<file path="src/rtl/gate_exerciser.sv">
// Stimulus driver and checker for a 2-input gate. It sweeps all four input
// combinations, samples the gate after a settle time and scores it against TRUTH_TABLE.
//
// state | meaning
// IDLE  | drives 00, waits for start
// RUN   | sweeping combinations, sampling gate_result at the end of each settle window
module gate_exerciser #(
    parameter int          SETTLE_CYCLES = 2,
    parameter logic [3:0]  TRUTH_TABLE   = 4'b1000,
    parameter int          PASSES        = 1,
    parameter int          ERR_W         = 8
) (
    input  logic             clk,
    input  logic             rst_n,
    input  logic             start,
    input  logic             abort,
    input  logic             gate_result,
    output logic             drive_a,
    output logic             drive_b,
    output logic             busy,
    output logic             done,
    output logic             pass,
    output logic [ERR_W-1:0] err_count,
    output logic [3:0]       fail_vector
);

    localparam int SET_W  = (SETTLE_CYCLES > 1) ? $clog2(SETTLE_CYCLES) : 1;
    localparam int PASS_W = (PASSES > 1) ? $clog2(PASSES) : 1;
    localparam logic [SET_W-1:0]  SETTLE_LAST = SET_W'(SETTLE_CYCLES - 1);
    localparam logic [PASS_W-1:0] PASS_LAST   = PASS_W'(PASSES - 1);

    typedef enum logic {IDLE, RUN} state_t;

    state_t              state, state_next;
    logic [1:0]          combo;
    logic [SET_W-1:0]    settle_cnt;
    logic [PASS_W-1:0]   pass_cnt;
    logic                launch, sample, final_sample, mismatch;

    assign drive_a = combo[1];
    assign drive_b = combo[0];
    assign busy    = (state == RUN);

    always_comb begin
        state_next   = state;
        launch       = 1'b0;
        sample       = 1'b0;
        final_sample = 1'b0;
        mismatch     = 1'b0;
        case (state)
            IDLE: begin
                if (start && !abort) begin
                    launch     = 1'b1;
                    state_next = RUN;
                end
            end
            RUN: begin
                // Abort wins over a coinciding sample, which is then discarded.
                if (abort) begin
                    state_next = IDLE;
                end else if (settle_cnt == SETTLE_LAST) begin
                    sample   = 1'b1;
                    mismatch = (gate_result != TRUTH_TABLE[combo]);
                    if (combo == 2'd3 && pass_cnt == PASS_LAST) begin
                        final_sample = 1'b1;
                        state_next   = IDLE;
                    end
                end
            end
            default: state_next = IDLE;
        endcase
    end

    always_ff @(posedge clk) begin
        if (!rst_n) state <= IDLE;
        else        state <= state_next;
    end

    always_ff @(posedge clk) begin
        if (!rst_n) begin
            combo       <= '0;
            settle_cnt  <= '0;
            pass_cnt    <= '0;
            err_count   <= '0;
            fail_vector <= '0;
            pass        <= 1'b0;
            done        <= 1'b0;
        end else begin
            done <= final_sample;
            if (launch) begin
                combo       <= '0;
                settle_cnt  <= '0;
                pass_cnt    <= '0;
                err_count   <= '0;
                fail_vector <= '0;
                pass        <= 1'b0;
            end else if (state == RUN) begin
                if (abort) begin
                    combo      <= '0;
                    settle_cnt <= '0;
                    pass_cnt   <= '0;
                    pass       <= 1'b0;
                end else if (sample) begin
                    settle_cnt <= '0;
                    combo      <= combo + 2'd1;
                    if (combo == 2'd3)
                        pass_cnt <= pass_cnt + 1'b1;
                    if (mismatch) begin
                        fail_vector[combo] <= 1'b1;
                        if (err_count != '1)
                            err_count <= err_count + 1'b1;
                    end
                    // The final sample's own mismatch must count against pass.
                    if (final_sample) begin
                        pass_cnt <= '0;
                        pass     <= (err_count == '0) && !mismatch;
                    end
                end else begin
                    settle_cnt <= settle_cnt + 1'b1;
                end
            end
        end
    end

endmodule

</file>
<file path="config.mk">
export PLATFORM = sky130hd
export DESIGN_NAME = gate_exerciser
export DESIGN_NICKNAME = d
export VERILOG_FILES = /design/src/rtl/gate_exerciser.sv
export SDC_FILE = /design/constraint.sdc
export NUM_CORES = 1
export LEC_CHECK = 0
export ABC_AREA = 1
export CAP_MARGIN = 10
export CORE_UTILIZATION = 53
export DETAILED_ROUTE_END_ITERATION = 7
export PLACE_DENSITY_LB_ADDON = 0.15
export SYNTH_ARGS = -nofsm -noshare
export SYNTH_HDL_FRONTEND = slang
export SYNTH_SLANG_ARGS = --single-unit
export TNS_END_PERCENT = 5
</file>
<file path="constraint.sdc">
create_clock -name clk -period 2.1 [get_ports clk]
set_input_delay 0.315 -clock clk [delete_from_list [all_inputs] [get_ports clk]]
set_output_delay 0.315 -clock clk [all_outputs]
set_load 0.01 [all_outputs]
</file>
==> results_dict.tcl <==
set metrics [dict create \
    path_cells "clkdlybuf4s50_1" \
    antenna_cells 0 \
    cp.required_ns 1.78 \
    vdd_drop_max_mv 0.493 \
    clk_path_buf_depth 2 \
    syn_to_final_growth_pct 24.9 \
    drc 0 \
    synth-seq-cells 19 \
    startpoint_type "register" \
    yosys_warnings 0 \
    globalplace.congestion 0.971 \
    place_ws_ns 0.380 \
    multiInputGateArea_um2 573 \
    setup_ws_ns 0.404 \
    grt_pass1_wl_um 3710 \
    nFillCells 149 \
    die_w_um 46.7 \
    period_needed_ns 1.70 \
    rsz0062_at_grt "false" \
    finalHoldViolCount 0 \
    final_cell_mix "34 x nand2_1, 21 x inv_1, 21 x clkdlybuf4s50_1" \
    seq_area_um2 380 \
    leakagePower_nw 0.523 \
    crit_fanout 8 \
    drtPass1Iterations 4 \
    ant_nets 0 \
    clock-sinks 19 \
    powerDensity_nw_per_um2 447 \
    pin_count 22 \
    cts_setup_buffers 0 \
    min_path_cells 2 \
    r2r-start "combo[1]" \
    hp-class "register to register" \
    cts_tree "yes" \
    postCtsHoldBufs 0 \
    cts_inserted_buffers 3 \
    crit_type "register to output port" \
    cts_root_buf "clkbuf_4" \
    dieArea_um2 2180 \
    detail_route.wl_per_cell_um 11.2 \
    portBuffers 21 \
    start_util_pct 58.7 \
    max_freq_ghz 0.590 \
    synthesis.nets 160 \
    hold_start "fail_vector[1]" \
    cp_top_family "buffers and inverters" \
    vias 1038 \
    netlist_area_um2 1060 \
    routed_wl_um 2210 \
    whs_endpoint "fail_vector[1]" \
    synthDistinctLibCells 25 \
    slowest_stage "clkdlybuf4s50_1" \
    grt_max_degree 11 \
    critPathMaxStageDelay_ns 0.59 \
    tightestPinTransition_ns 0.354 \
    core_um2 1800 \
    skew_ns 0.00232 \
    cp.arrival_ns 1.38 \
    r2r-end "err_count[0]" \
    setup_tns_ns 0 \
    reg2reg_slack_ns 0.53 \
    power.share.switching_pct 22.8 \
    netlist_instances 149 \
    pwr-share-clk_pct 30.5 \
    num_rows 15 \
    via_per_inst 5.24 \
    p_seq_share_pct 62.2 \
    yosysSeqAreaShare_pct 36.0 \
    slew_headroom_pct 76.1 \
    track_usage_pct 24.0 \
    drv_slew 0 \
    design_area_um2 1320 \
    setup_violations 0 \
    dpl.hpwl_um 1770 \
    path_buf_inv 1 \
    drv_cap 0 \
    combPwrFrac_pct 7.3 \
    status "finished clean" \
    chipHeight_um 46.7 \
    p_switching_uw 135 \
    internal_power_uw 456 \
    overflow 0 \
    dpl-instance-area_um2 1290 \
    worst_setup_path_end_kind "output port" \
    nets 185 \
    grt_pass1_vias 922 \
    clk_latency_ns 0.29 \
    drive_above_1_share_pct 9.25 \
    cts_htree_levels 1 \
    reg2reg_depth 8 \
    final_common_cell "nand2_1" \
    syn_area_per_cell_um2 7.10 \
    cts_resized 0 \
    fin_crit_sh_pct 80.8 \
    clk_pin_slew_ns 0.10 \
    drtIter0Drc 33 \
    antenna_found_initial 0 \
]
## cells by family (layout without fill, tap and decap cells)
| group | Yosys count | in the layout | synth area share, % |
|---|---|---|---|
| adder cells (fa/ha/maj) | 6 | 6 | 7.10 |
| XOR/XNOR | 4 | 4 | 3.31 |
| buffers and inverters | 26 | 50 | 9.82 |
| AO/OA/AOI/OAI | 16 | 16 | 8.28 |
| AND/OR/NAND/NOR | 78 | 78 | 35.5 |
| flip-flops | 19 | 19 | 36.0 |
## synthesized netlist by cell type, drive strengths merged
library cell | number | share of area (%)
nand2 | 38 | 15
inv | 23 | 8.2
nor2 | 22 | 10
dfxtp | 19 | 36
nand3 | 13 | 7.8
a21oi | 10 | 4.7
ha | 6 | 7.1
o21ai | 5 | 2.4
xor2 | 4 | 3.3
buf | 2 | 1.2
nor3 | 2 | 0.95
a211oi | 1 | 1.2
clkinv | 1 | 0.47
nand4 | 1 | 0.59
nor4 | 1 | 0.59
or2 | 1 | 0.59
## how the worst max path moves through the flow
stage | from | to | cells after the start
2_1_floorplan | combo[1] | err_count[0] | 8
3_3_place_gp | abort | combo[1] | 7
4_1_cts | busy | busy | 1
5_1_grt | err_count[2] | err_count[2] | 1
6_report | err_count[2] | err_count[2] | 1
3_5_place_dp | abort | err_count[0] | 7
## per-stage QoR
stage	instances	util [%]	total power, mW	hold slack (ns)
detailed placement	194	71.8	0.418	0.443
global placement	194	71.8	0.417	0.443
global route	198	73.3	0.618	0.485
finish	198	73.3	0.590	0.455
CTS	198	73.3	0.594	0.458
floorplan	149	-	0.400	0.393
## routing by layer
metal  GRT usage (%)  up-vias  part of all wire [%]
met2            40.0       51                    49
met5               0        -                     0
met4            9.14        0                   1.4
met3            6.67        4                   7.6
li1                -      513                     -
met1            28.9      470                    42
## power groups by stage
stage,logic (mW),registers (mW),clock network (mW)
after global placement,0.0414,0.375,0
after floorplan,0.0242,0.376,0
after CTS,0.0429,0.367,0.184
after detailed placement,0.0426,0.375,0
final,0.0431,0.367,0.180
after global routing,0.0477,0.368,0.203
## area by class of cell
class / count / share of cell area [%]
inverters: 24 / 6.92
repair buffers: 22 / 16.5
well taps: 25 / 2.37
flip-flops and latches: 19 / 28.8
multi-input cells: 104 / 43.4
clock buffers: 4 / 1.99
## flip-flops by register name (all words and copies together) (netlist names)
signal / count
combo: 2
fail_vector: 4
settle_cnt: 1
err_count: 8
busy: 1
pass_cnt: 1
pass: 1
done: 1
Power figures use the tool's default switching activity.
